<file path="src/rtl/cache_miss_ctrl_pkg.sv">
// rtl/cache_miss_ctrl_pkg.sv - shared widths and FSM state encodings for the cache miss controller
package cache_miss_ctrl_pkg;

   localparam int LINE_W = 6;
   localparam int DATA_W = 128;

   typedef enum logic [2:0] {
      ST_IDLE   = 3'd0,
      ST_WB     = 3'd1,
      ST_REFILL = 3'd2,
      ST_FILL   = 3'd3,
      ST_REPLAY = 3'd4
   } state_t;

endpackage

</file>
<file path="src/rtl/cache_miss_ctrl_if.sv">
// rtl/cache_miss_ctrl_if.sv - CPU/cache request and memory-side signals of the miss controller
interface cache_miss_ctrl_if;
   import cache_miss_ctrl_pkg::*;

   logic              req;
   logic              req_we;
   logic [LINE_W-1:0] req_line;
   logic              hit;
   logic              dirty;
   logic [LINE_W-1:0] victim_line;
   logic              ready;
   logic              stall;
   logic [LINE_W-1:0] mem_addr;
   logic              writeback;
   logic              update;

   modport master (
      output req, req_we, req_line, hit, dirty, victim_line,
      input  ready, stall, mem_addr, writeback, update
   );

   modport slave (
      input  req, req_line, hit, dirty, victim_line,
      output ready, stall, mem_addr, writeback, update
   );

endinterface

</file>
<file path="src/rtl/cache_miss_ctrl_sat_counter.sv">
// rtl/cache_miss_ctrl_sat_counter.sv - saturating event counter; clear wins over increment
module sat_counter #(
   parameter int W = 16
) (
   input  logic         clk,
   input  logic         reset,
   input  logic         inc,
   input  logic         clr,
   output logic [W-1:0] count
);

   always_ff @(posedge clk or negedge reset) begin
      if (!reset) begin
         count <= '0;
      end else if (clr) begin
         count <= '0;
      end else if (inc && (count != '1)) begin
         count <= count + W'(1);
      end
   end

endmodule

</file>
<file path="src/rtl/cache_miss_ctrl.sv">
// rtl/cache_miss_ctrl.sv - hit / refill / writeback+refill sequencer with saturating statistics
module cache_miss_ctrl
   import cache_miss_ctrl_pkg::*;
#(
   parameter int MEM_LAT = 2,
   parameter int CNT_W   = 16
) (
   input  logic             clk,
   input  logic             reset,
   cache_miss_ctrl_if.slave bus,
   input  logic             stat_clr,
   output logic [2:0]       state,
   output logic [CNT_W-1:0] hit_cnt,
   output logic [CNT_W-1:0] miss_cnt,
   output logic [CNT_W-1:0] wb_cnt
);

   localparam logic [3:0] LAT_LAST = 4'(MEM_LAT - 1);

   state_t            st;
   logic [3:0]        lat;
   logic [LINE_W-1:0] vic_l;
   logic [LINE_W-1:0] req_l;
   logic              hit_ev;
   logic              miss_ev;
   logic              wb_ev;

   assign hit_ev  = (st == ST_IDLE) && bus.req && bus.hit;
   assign miss_ev = (st == ST_IDLE) && bus.req && !bus.hit;
   assign wb_ev   = miss_ev && bus.dirty;
   assign state   = st;

   always_ff @(posedge clk or negedge reset) begin
      if (!reset) begin
         st    <= ST_IDLE;
         lat   <= '0;
         vic_l <= '0;
         req_l <= '0;
      end else begin
         case (st)
            ST_IDLE: begin
               if (miss_ev) begin
                  req_l <= bus.req_line;
                  lat   <= '0;
                  if (bus.dirty) begin
                     vic_l <= bus.victim_line;
                     st    <= ST_WB;
                  end else begin
                     st    <= ST_REFILL;
                  end
               end
            end
            ST_WB: begin
               if (lat == LAT_LAST) begin
                  lat <= '0;
                  st  <= ST_REFILL;
               end else begin
                  lat <= lat + 4'd1;
               end
            end
            ST_REFILL: begin
               if (lat == LAT_LAST) begin
                  lat <= '0;
                  st  <= ST_FILL;
               end else begin
                  lat <= lat + 4'd1;
               end
            end
            ST_FILL:   st <= ST_REPLAY;
            ST_REPLAY: st <= ST_IDLE;
            default:   st <= ST_IDLE;
         endcase
      end
   end

   // Outputs are quiet while reset is held so no strobe escapes an abandoned access.
   always_comb begin
      bus.ready     = 1'b0;
      bus.stall     = 1'b0;
      bus.writeback = 1'b0;
      bus.update    = 1'b0;
      bus.mem_addr  = '0;
      if (reset) begin
         case (st)
            ST_IDLE: begin
               bus.mem_addr = bus.req_line;
               bus.ready    = bus.req && bus.hit;
               bus.stall    = bus.req && !bus.hit;
            end
            ST_WB: begin
               bus.mem_addr  = vic_l;
               bus.stall     = 1'b1;
               bus.writeback = (lat == 4'd0);
            end
            ST_REFILL: begin
               bus.mem_addr = req_l;
               bus.stall    = 1'b1;
            end
            ST_FILL: begin
               bus.mem_addr = req_l;
               bus.stall    = 1'b1;
               bus.update   = 1'b1;
            end
            ST_REPLAY: begin
               bus.mem_addr = req_l;
               bus.ready    = 1'b1;
            end
            default: ;
         endcase
      end
   end

   sat_counter #(.W(CNT_W)) u_hit_cnt (
      .clk(clk), .reset(reset), .inc(hit_ev), .clr(stat_clr), .count(hit_cnt)
   );

   sat_counter #(.W(CNT_W)) u_miss_cnt (
      .clk(clk), .reset(reset), .inc(miss_ev), .clr(stat_clr), .count(miss_cnt)
   );

   sat_counter #(.W(CNT_W)) u_wb_cnt (
      .clk(clk), .reset(reset), .inc(wb_ev), .clr(stat_clr), .count(wb_cnt)
   );

endmodule

</file>
<file path="src/flat_wrapper.sv">
// flat-port wrapper written by rule: the top's interface ports become plain ports
module cache_miss_ctrl_flat import cache_miss_ctrl_pkg::*;
#(
   parameter int MEM_LAT = 2,
   parameter int CNT_W   = 16
)
  (clk, reset, stat_clr, state, hit_cnt, miss_cnt, wb_cnt, bus_req, bus_req_line, bus_hit, bus_dirty, bus_victim_line, bus_ready, bus_stall, bus_mem_addr, bus_writeback, bus_update);
  cache_miss_ctrl_if bus_i ();
  input  logic clk;
  input  logic reset;
  input  logic stat_clr;
  output logic [2:0] state;
  output logic [CNT_W-1:0] hit_cnt;
  output logic [CNT_W-1:0] miss_cnt;
  output logic [CNT_W-1:0] wb_cnt;
  input wire logic [$bits(bus_i.req)-1:0] bus_req;
  input wire logic [$bits(bus_i.req_line)-1:0] bus_req_line;
  input wire logic [$bits(bus_i.hit)-1:0] bus_hit;
  input wire logic [$bits(bus_i.dirty)-1:0] bus_dirty;
  input wire logic [$bits(bus_i.victim_line)-1:0] bus_victim_line;
  output wire logic [$bits(bus_i.ready)-1:0] bus_ready;
  output wire logic [$bits(bus_i.stall)-1:0] bus_stall;
  output wire logic [$bits(bus_i.mem_addr)-1:0] bus_mem_addr;
  output wire logic [$bits(bus_i.writeback)-1:0] bus_writeback;
  output wire logic [$bits(bus_i.update)-1:0] bus_update;
  assign bus_i.req = bus_req;
  assign bus_i.req_line = bus_req_line;
  assign bus_i.hit = bus_hit;
  assign bus_i.dirty = bus_dirty;
  assign bus_i.victim_line = bus_victim_line;
  assign bus_ready = bus_i.ready;
  assign bus_stall = bus_i.stall;
  assign bus_mem_addr = bus_i.mem_addr;
  assign bus_writeback = bus_i.writeback;
  assign bus_update = bus_i.update;
  cache_miss_ctrl #(.MEM_LAT(MEM_LAT), .CNT_W(CNT_W)) u_core (.clk(clk), .reset(reset), .bus(bus_i), .stat_clr(stat_clr), .state(state), .hit_cnt(hit_cnt), .miss_cnt(miss_cnt), .wb_cnt(wb_cnt));
endmodule
</file>
<file path="config.mk">
export PLATFORM = sky130hd
export DESIGN_NAME = cache_miss_ctrl_flat
export DESIGN_NICKNAME = d
export VERILOG_FILES = /design/src/rtl/cache_miss_ctrl_pkg.sv /design/src/rtl/cache_miss_ctrl_if.sv /design/src/rtl/cache_miss_ctrl_sat_counter.sv /design/src/rtl/cache_miss_ctrl.sv /design/src/flat_wrapper.sv
export SDC_FILE = /design/constraint.sdc
export NUM_CORES = 1
export LEC_CHECK = 0
export ABC_AREA = 1
export CAP_MARGIN = 40
export CORE_ASPECT_RATIO = 0.5
export CORE_UTILIZATION = 40
export CTS_CLUSTER_DIAMETER = 200
export CTS_CLUSTER_SIZE = 24
export DETAILED_ROUTE_END_ITERATION = 16
export GPL_ROUTABILITY_DRIVEN = 1
export PLACE_DENSITY = 0.71
export SLEW_MARGIN = 10
export SYNTH_ARGS = -nofsm -noshare
export SYNTH_HDL_FRONTEND = slang
export SYNTH_SLANG_ARGS = --single-unit
export TNS_END_PERCENT = 5
</file>
<file path="constraint.sdc">
create_clock -name clk -period 5.3 [get_ports clk]
set_clock_uncertainty 0.2 [all_clocks]
set_input_delay 0.53 -clock clk [delete_from_list [all_inputs] [get_ports clk]]
set_output_delay 0.53 -clock clk [all_outputs]
set_load 0.02 [all_outputs]
</file>
### Word-level counts from Yosys, hierarchy flattened

Cells that the tools add are included.

* register bits: 67
* input bits: 18
* output and inout port bits: 61
* word-level logic and storage cells: 69

* $add $sub $neg: 4
* equal/unequal tests: 11
* mux-type cells: 24
* reduce and logical (&&, ||, !) cells: 23

Operators by type and width (number)
* $mux W16: 6
* $add A16 B1 Y16 const B: 3
* $ne A16 B16 Y1 const B: 3
* $pmux W6 S3: 1
* $pmux W3 S4: 1
* $logic_and A1 B1 Y1: 9
* $mux W3: 3
* $mux W4: 2
* $pmux W4 S2: 1
* $reduce_bool A2 Y1: 4
* $eq A3 B2 Y1 const B: 2
* $mux W1: 6
* $mux W6: 1
* $ne A2 B1 Y1 const B: 3
* $reduce_and A3 Y1: 2
* $reduce_or A3 Y1: 2
* $add A4 B1 Y4 const B: 1
* $eq A4 B1 Y1 const B: 1
* $logic_not A4 Y1: 1
* $pmux W1 S2: 2
* $reduce_and A2 Y1: 2
* $eq A3 B1 Y1 const B: 1
* $eq A3 B3 Y1 const B: 1
* $logic_not A3 Y1: 1
* other kinds (3): 3

### Logic depth before layout (Yosys ltp)

Gate-level depths: netlist of the first run.

* word-level depth: 7
* mapped depth: 10
* gate-level depth less buffers: 10

### Cells and area by module

A second synthesis of the first run with hierarchy kept.

* cell total of the unflattened synthesis: 592
* area total of the unflattened synthesis: 4265.3 um2

By module, submodules not included
* sat_counter: instances 3, cells each 144, area an instance 1037.2 um2, sequential area each 400.4 um2
* cache_miss_ctrl: instances 1, cells each 160, area an instance 1153.6 um2, sequential area each 475.5 um2

### Worst setup path before layout of the first run

OpenSTA, ideal clock, no wires.

* path type: register to output
* from: register u_core.st[2], in the netlist u_core.state[2]
* to: output port bus_mem_addr[1]
* arrival: 1.407 ns
* data required time: 4.570 ns
* setup slack: 3.163 ns
* cell stages (with the launch flop): 6
* path buffers: 0
* path through: dfrtp_1 -> inv_1 -> nand3_1 -> inv_1 -> nand2_1 -> a31oi_1

* longest elaborated chain between the ends: 4
* elaborated cells between the ends (all ways): 8
* classes of those cells: eq/ne (4); mux (2); reduce/logical (2)

Ends and longest elaborated chain
* from (decl): line cache_miss_ctrl.sv:20 `state_t st;`
* from (signal assigned): line cache_miss_ctrl.sv:35 `st <= ST_IDLE;`
* from (signal assigned): line cache_miss_ctrl.sv:47 `st <= ST_WB;`
* from (signal assigned): line cache_miss_ctrl.sv:49 `st <= ST_REFILL;`
* $eq A3 B2 Y1 / $eq A3 B3 Y1 (equally long branches): line cache_miss_ctrl.sv:84 `case (st)`
* $reduce_or A3 Y1 (no line)
* $pmux W6 S3 (*): line cache_miss_ctrl.sv:84
* $mux W6 (*): line cache_miss_ctrl.sv:83 `if (reset) begin`
* to (decl): line flat_wrapper.sv:23 `output wire logic [$bits(bus_i.mem_addr)-1:0] bus_mem_addr;`

Mark *: on every way between the ends. The rest lies on a longest branch, timed or not.

### Worst setup path in the final report of the first run

* from: register u_core.st[2], in the netlist u_core.state[2]
* to: output port bus_mem_addr[3]

Same word-level chain as after synthesis.

==> results of run 1 <==
-- per-layer routing --
| layer | GRT usage [%] | vias to the layer above | share of wire, % |
|---|---|---|---|
| met5 | 0 | - | 0 |
| met4 | 5.556 | 0 | 1.2 |
| met3 | 4.663 | 17 | 4.7 |
| met2 | 35.56 | 108 | 47 |
| met1 | 27.64 | 1932 | 47 |
| li1 | - | 2076 | - |
-- sequential cells by signal, indices dropped and copies added (netlist names) --
register and flops:
u_core.lat 4, u_core.req_l 6, u_core.u_wb_cnt.count 16, u_core.vic_l 6
u_core.u_hit_cnt.count 16, u_core.u_miss_cnt.count 16, u_core.state 3
-- layout by cell type, fill, tap and decap left out, types with 2 or more instances in the layout --
master                              n
sky130_fd_sc_hd__nand4_1           23
sky130_fd_sc_hd__nor2_8             2
sky130_fd_sc_hd__nand3_1           44
sky130_fd_sc_hd__nor3_1             3
sky130_fd_sc_hd__clkdlybuf4s50_1   77
sky130_fd_sc_hd__dfrtp_1           67
sky130_fd_sc_hd__a31oi_1            4
sky130_fd_sc_hd__nor2_2            10
sky130_fd_sc_hd__nand2_4            2
sky130_fd_sc_hd__clkbuf_16          9
sky130_fd_sc_hd__nor2_4             4
sky130_fd_sc_hd__xor2_1            14
sky130_fd_sc_hd__clkbuf_8           2
sky130_fd_sc_hd__o21bai_1           8
sky130_fd_sc_hd__buf_4              2
sky130_fd_sc_hd__nand3b_1           4
sky130_fd_sc_hd__o21ai_0           21
sky130_fd_sc_hd__clkinv_1           2
sky130_fd_sc_hd__inv_1             69
sky130_fd_sc_hd__o22ai_1            4
sky130_fd_sc_hd__nand2_1          239
sky130_fd_sc_hd__a21oi_1            7
sky130_fd_sc_hd__nor2_1            49
sky130_fd_sc_hd__nand2_2           11
sky130_fd_sc_hd__ha_1               3
-- metrics by stage --
| step | util, % | setup slack, ns | hold slack [ns] |
|---|---|---|---|
| after floorplan | - | 3.163 | 0.03441 |
| after global placement | 51.81 | 2.268 | 0.2648 |
| after detailed placement | 52.09 | 2.164 | 0.2573 |
| after CTS | 54.81 | 2.226 | 0.2839 |
| after global routing | 54.81 | 2.113 | 0.3007 |
| final | 54.81 | 2.218 | 0.2814 |
-- power groups by stage --
stage               Clock [mW]  Sequential (mW)  Combinational [mW]
finish                   0.540            0.632               0.510
global route             0.566            0.639               0.560
CTS                      0.542            0.631               0.512
detailed placement           0            0.637               0.507
global placement             0            0.636               0.495
floorplan                    0            0.644               0.314
-- layout make-up --
class	instances	area (sq um)
Clock buffer	12	256.5
Fill cell	973	4424
Inverter	72	270.3
Multi-Input combinational cell	455	2166
Sequential cell	67	1677
Tap cell	135	168.9
Timing Repair Buffer	82	828.3
-- worst max-delay path, delay by kind of cell, from the launching register on --
kind / cells / cell delay [ns]
flops: 1 / 0.40
simple gates: 2 / 0.34
buf+inv: 3 / 1.08
compound gates: 1 / 0.20
-- worst max path at each step --
stage                    startpoint                           to  slack, ns  depth (start not counted)
finish              u_core.state[2]              bus_mem_addr[3]       2.22                          6
global route        u_core.state[2]              bus_mem_addr[5]       2.11                          6
CTS                 u_core.state[2]              bus_mem_addr[3]       2.23                          6
detailed placement          bus_req  u_core.u_miss_cnt.count[13]       2.16                          8
global placement            bus_req   u_core.u_miss_cnt.count[7]       2.27                          8
floorplan           u_core.state[2]              bus_mem_addr[1]       3.16                          5
-- kinds of logic after synthesis --
| logic type | count (synthesis) | share of synthesized area [%] |
|---|---|---|
| flip-flops | 67 | 40.20 |
| AND/OR/NAND/NOR | 392 | 41.70 |
| buffers and inverters | 81 | 7.860 |
| AO/OA/AOI/OAI | 45 | 6.180 |
| adder cells (fa/ha/maj) | 3 | 0.9002 |
| XOR/XNOR | 15 | 3.150 |
-- repair_timing --
action,4_1_cts,5_1_grt
endpoints found under the setup margin,0,0
hold endpoints to repair,3,0
hold buffers,1,0
==> qor.log, run 1 <==
INFO  power          share_of_total_power_in_the_clock_network=32.1%
INFO  cells_and_area area_growth_syn_to_layout=28.68%
INFO  critical_path  worst_setup_path_end_kind=output port
INFO  clocking       cts.reportedPaths.clkPinSlew=0.05ns
INFO  critical_path  r2r-end=u_core.u_miss_cnt.count[8]
INFO  routing        detail_route.drc_violations=0
INFO  worst_hold_path holdPathStages=2
INFO  routing        drt_antenna_net_count=0
INFO  logic_synthesis synth.top_cell.area_share=40.20%
INFO  critical_path  cp-start-kind=flip-flop
INFO  logic_synthesis synth.top_cells.by_area=sky130_fd_sc_hd__dfrtp_1 (40%), sky130_fd_sc_hd__nand2_1 (22%), sky130_fd_sc_hd__inv_1 (6.2%)
INFO  timing         timing_hold_violations_final=0
INFO  routing        wl=10.72mm
INFO  place          global_placement_routability_congestion=0.8527
INFO  global_route   grt-ovfl-total=0
INFO  logic_synthesis synth_fp_nets=624
INFO  routing        drt_pre_antenna_iters=5
INFO  logic_synthesis yosys_warnings=0
INFO  logic_synthesis synthMostInstantiatedCell=sky130_fd_sc_hd__nand2_1
INFO  global_route   vias_in_the_first_global_route=3691
INFO  logic_synthesis yosysSeqAreaShare=40.20%
INFO  timing         report.final.slew_viol_count=0
INFO  timing         setup_viol=0
INFO  critical_path  reg2reg_setup_slack=2.82ns
INFO  global_route   grt_first_pass_wirelength=17.95mm
INFO  power          combinationalPowerShare=30.3%
INFO  power          totalPowerFinal=1.682mW
INFO  cells_and_area finalNonFillerCells=823
INFO  power          power.net_switching=0.5865mW
INFO  place          placement.cell_area=5100squm
INFO  logic_synthesis synth_area=4170squm
INFO  clocking       cts_repair_resize_count=0
INFO  cells_and_area antenna-diode-count=0
INFO  clocking       postCtsSetupBuffers=0
INFO  power          p_leak=2.595nW
INFO  place          dpl.hpwl=7.719mm
INFO  timing         worst-slew-pin-transition=0.8518ns
INFO  die            core-area=9791squm
INFO  routing        vias_per_cell=5.022
INFO  clocking       clkLatencyLatePin=0.33ns
INFO  logic_synthesis count_of_different_cell_masters_after_synthesis=29
INFO  place          port-buffer-count=78
INFO  timing         setup_repair_after_global_routing_missed_its_margin=no
INFO  power          power_per_cell_area=313.4nW/um^2
INFO  critical_path  cp_data_arrival_time=2.35ns
INFO  critical_path  cp.required=4.57ns
INFO  logic_synthesis synth.cells.most_frequent=sky130_fd_sc_hd__nand2_1 (239), sky130_fd_sc_hd__inv_1 (69), sky130_fd_sc_hd__dfrtp_1 (67)
INFO  critical_path  critical_path_class=reg -> out
INFO  global_route   grt_antenna_before_repair=0
INFO  cells_and_area drive_gt1_share=6.686%
INFO  clocking       h-tree-depth=3
INFO  logic_synthesis postSynth.topFlopCell=sky130_fd_sc_hd__dfrtp_1
INFO  critical_path  critPathMostFrequentCell=sky130_fd_sc_hd__inv_1
INFO  power          seq_power_share=37.6%
INFO  power          power_switching_share=34.88%
INFO  power          ir_drop=149.2uV
INFO  cells_and_area finish.net_count=708
INFO  die            initial_utilization=42.59%
INFO  logic_synthesis synth_seq_cells=67
INFO  clocking       tritoncts=built
INFO  critical_path  timing.reg2reg.worst_path_depth=6
INFO  critical_path  critical_path_s_largest_stage_delay=0.64ns
INFO  critical_path  critical-path-slowest-cell=sky130_fd_sc_hd__clkdlybuf4s50_1
INFO  timing         max_clk_rate=324.5MHz
INFO  die            die_outline_height=74.20um
INFO  run            max-cap-violations=0
INFO  timing         period_minus_slack=3.082ns
INFO  power          internal-power=1.095mW
INFO  routing        initial_detailed_routing_violation_count=219
INFO  logic_synthesis synth.avg_cell_area=6.916squm
INFO  clocking       cts_num_sinks=67
INFO  logic_synthesis synth_edf_count=0
INFO  cells_and_area final_instance_area=5366squm
INFO  place          placed_cells=810
INFO  clocking       cts_buffer_depth=2
INFO  status         outcome=finished, final reports clean
INFO  routing        vias=4133
INFO  timing         timing.final.crit_share=58.14%
INFO  logic_synthesis synth_top_cell_by_area=sky130_fd_sc_hd__dfrtp_1
INFO  die            placement_rows=25
INFO  timing         timing.max_slew.rel_slack=43.01%
INFO  worst_hold_path min_path_type=reg -> reg
INFO  critical_path  reg2reg_from=u_core.state[1]
INFO  critical_path  crit_path_max_fanout=5
INFO  critical_path  path_cells=inv_1, nand3_1, inv_1, nand2_1, a31oi_1, clkdlybuf4s50_1
INFO  die            die_x=146.4um
INFO  die            ioPinCount=79
INFO  clocking       cts_buffers=9
INFO  routing        wire_per_inst=13.03um
INFO  timing         fin_setup_tns=0ns
INFO  global_route   grt_start_max_net_pins=65
INFO  worst_hold_path worst_min_delay_path_startpoint=u_core.req_l[1]
INFO  global_route   grt_usage=20.96%
INFO  worst_hold_path min_delay_worst_endpoint=u_core.req_l[1]
INFO  logic_synthesis synthCells=603
INFO  die            floorplan.die_area=10860squm
INFO  logic_synthesis ys_async_rst_share=100.0%
INFO  clocking       root_buffer=sky130_fd_sc_hd__clkbuf_16
Note: power is estimated with default switching activity, not from simulation.
==> run 2: changes to the inputs <==
==> constraint.sdc (replaced) <==
create_clock -name clk -period 3.17 [get_ports clk]
set_clock_uncertainty 0.2 [all_clocks]
set_input_delay 0.317 -clock clk [delete_from_list [all_inputs] [get_ports clk]]
set_output_delay 0.317 -clock clk [all_outputs]
set_load 0.02 [all_outputs]
==> run 2 against run 1 <==
  * Critical path depth unchanged
  * Flip-flop and latch count unchanged
  * Global-route usage down 1.3 points
  * Via count shrank 0.24%
  * Sequential share of layout area down 0.25 points
  * Cell area is 0.79% higher
  * Register-to-register slack got worse by 1.9 ns
  * Wire length down 4.3%
  * Clock power up 69%
  * Utilization is 0.43 points higher
  * Combinational power grew 65%
  * Power increased by 67%
  * Critical path type unchanged
  * Critical endpoint is now bus_mem_addr[2]
  * Largest power group unchanged
==> qor.log, run 2 (same netlist as run 1, synthesis figures left out) <==
INFO  status         outcome=finished, final reports clean
INFO  clocking       cts_buffer_depth=2 [unchanged]
INFO  critical_path  path_cells=inv_1, nand3_1, inv_1, nand2_1, a31oi_1, clkdlybuf4s50_1
INFO  routing        wl=10.26mm [-4.3%]
INFO  timing         max_clk_rate=362.9MHz
INFO  global_route   grt-ovfl-total=0 [unchanged]
INFO  global_route   grt_start_max_net_pins=65 [unchanged]
INFO  timing         report.final.slew_viol_count=0 [unchanged]
INFO  critical_path  critical_path_class=reg -> out
INFO  place          dpl.hpwl=7.580mm [-1.8%]
INFO  critical_path  critical_path_s_largest_stage_delay=0.64ns [about the same]
INFO  die            ioPinCount=79 [unchanged]
INFO  critical_path  cp-start-kind=flip-flop
INFO  routing        initial_detailed_routing_violation_count=237 [+8.2%]
INFO  routing        drt_pre_antenna_iters=5 [unchanged]
INFO  clocking       root_buffer=sky130_fd_sc_hd__clkbuf_16
INFO  die            floorplan.die_area=10860squm [unchanged]
INFO  timing         whs=0.2502ns [-0.03120 ns]
INFO  critical_path  reg2reg_setup_slack=0.91ns [-1.91 ns]
INFO  critical_path  crit_path_max_fanout=5 [unchanged]
INFO  worst_hold_path min_path_type=in -> async
INFO  timing         period_minus_slack=2.756ns
INFO  clocking       postCtsSetupBuffers=0 [unchanged]
INFO  critical_path  critical-path-slowest-cell=sky130_fd_sc_hd__clkdlybuf4s50_1
INFO  global_route   vias_in_the_first_global_route=3519 [-4.7%]
INFO  timing         timing.max_slew.rel_slack=62.04% [+19 points]
INFO  cells_and_area drive_gt1_share=7.493% [+0.81 points]
INFO  critical_path  startpoint=u_core.state[2]
INFO  routing        top_signal_layer_used=met4
INFO  clocking       tritoncts=built
INFO  clocking       cts_repair_resize_count=0 [unchanged]
INFO  critical_path  cp_data_arrival_time=2.24ns [-0.11 ns]
INFO  place          placement.cell_area=5130squm [+0.59%]
INFO  critical_path  reg2reg_from=u_core.u_hit_cnt.count[1]
INFO  global_route   grt_usage=19.63% [-1.3 points]
INFO  routing        met2_length=4.718mm [-5.9%]
INFO  cells_and_area mostFrequentLayoutCell=sky130_fd_sc_hd__nand2_1
INFO  cells_and_area final_instance_area=5409squm [+0.79%]
INFO  critical_path  critPathMostFrequentCell=sky130_fd_sc_hd__inv_1
INFO  clocking       cts.reportedPaths.clkPinSlew=0.05ns [about the same]
INFO  die            core-area=9791squm [unchanged]
INFO  die            die_outline_height=74.20um [unchanged]
INFO  cells_and_area antenna-diode-count=0 [unchanged]
INFO  power          power_per_cell_area=519.9nW/um^2 [+66%]
INFO  die            initial_utilization=42.59% [unchanged]
INFO  clocking       clkLatencyLatePin=0.33ns [about the same]
INFO  routing        detail_route.drc_violations=0 [unchanged]
INFO  routing        wirelength_met1=4.931mm [-2.9%]
INFO  power          p_leak=2.619nW [+0.92%]
INFO  cells_and_area fillerInstances=936 [-3.8%]
INFO  cells_and_area layout_top_registers=u_core.u_hit_cnt.count (16), u_core.u_miss_cnt.count (16), u_core.u_wb_cnt.count (16)
INFO  routing        wire_per_inst=12.38um [-5.0%]
INFO  place          global_placement_routability_congestion=0.8640 [+1.3%]
INFO  timing         timing_hold_violations_final=0 [unchanged]
INFO  timing         setup_viol=0 [unchanged]
INFO  routing        vias=4123 [-0.24%]
INFO  routing        drt_antenna_net_count=0 [unchanged]
INFO  clocking       cts_buffers=9 [unchanged]
INFO  timing         worst-slew-pin-transition=0.5689ns [-0.2829 ns]
INFO  cells_and_area finish.net_count=712 [+0.56%]
INFO  routing        routed-wl-met3=482um [-4.4%]
INFO  critical_path  cp.required=2.65ns [-1.92 ns]
INFO  global_route   grt_first_pass_wirelength=16.81mm [-6.3%]
INFO  clocking       cts_num_sinks=67 [unchanged]
INFO  place          port-buffer-count=78 [unchanged]
INFO  cells_and_area mostFrequentLayoutCells=sky130_fd_sc_hd__nand2_1 (239), sky130_fd_sc_hd__clkdlybuf4s50_1 (77), sky130_fd_sc_hd__inv_1 (69)
INFO  timing         setup_repair_after_global_routing_missed_its_margin=no
INFO  routing        vias_per_cell=4.973 [-0.96%]
INFO  clocking       h-tree-depth=3 [unchanged]
INFO  timing         fin_setup_tns=0ns [unchanged]
INFO  power          totalPowerFinal=2.812mW [+67%]
INFO  cells_and_area area_growth_syn_to_layout=29.70%
INFO  critical_path  worst_setup_path_end_kind=output port
INFO  timing         timing.final.crit_share=86.94%
INFO  die            placement_rows=25 [unchanged]
INFO  run            max-cap-violations=0 [unchanged]
INFO  critical_path  timing.reg2reg.worst_path_depth=9 [+3]
INFO  critical_path  r2r-end=u_core.u_hit_cnt.count[12]
INFO  global_route   grt_antenna_before_repair=0 [unchanged]
INFO  power          ir_drop=292.6uV [+96%]
INFO  die            die_x=146.4um [unchanged]
## run 2: worst max path at each step
stage / endpoint / slack, ns / cells after the start
global placement: u_core.u_wb_cnt.count[2] / 0.69 / 9
global route: bus_mem_addr[2] / 0.23 / 6
detailed placement: u_core.u_wb_cnt.count[1] / 0.65 / 9
finish: bus_mem_addr[2] / 0.41 / 6
CTS: bus_mem_addr[2] / 0.42 / 6
floorplan: bus_mem_addr[1] / 1.25 / 5
## run 2: timing repair
| action | 4_1_cts | 5_1_grt |
|---|---|---|
| setup endpoints to repair | 0 | 0 |
| hold buffers | 1 | 0 |
| hold endpoints to repair | 67 | 0 |
## run 2: per-stage QoR
step | setup slack, ns | std cells | utilization, %
floorplan | 1.246 | 603 | -
global placement | 0.6907 | 813 | 52.12
detailed placement | 0.6488 | 814 | 52.40
CTS | 0.4197 | 829 | 55.25
global route | 0.2252 | 829 | 55.25
finish | 0.4141 | 829 | 55.25
## run 2: area by class of cell
class	instances	area, sq um	share of cell area [%]
Multi-Input combinational cell	455	2166	40.04
Inverter	72	270.3	4.997
Timing Repair Buffer	86	858.3	15.87
Tap cell	135	168.9	3.123
Sequential cell	67	1677	31.00
Clock buffer	12	256.5	4.742
Clock inverter	2	12.51	0.2313
## run 2: critical path, delay by kind of cell, from the launching register on
family / cells / cell delay, ns
and+or+nand+nor: 2 / 0.30
buffers and inverters: 3 / 1.01
DFF: 1 / 0.40
AOI/OAI and AO/OA: 1 / 0.19
## run 2: where the power goes
part | switching, mW | leakage [nW] | total, mW | internal [mW]
Combinational | 0.532 | 1.58 | 0.843 | 0.310
Clock | 0.348 | 0.131 | 0.910 | 0.561
Sequential | 0.0882 | 0.910 | 1.06 | 0.972
## run 2: per-layer routing
metal	vias up	track usage, %
met4	0	6.019
li1	2081	-
met2	100	31.75
met5	-	0
met1	1928	26.48
met3	14	4.724
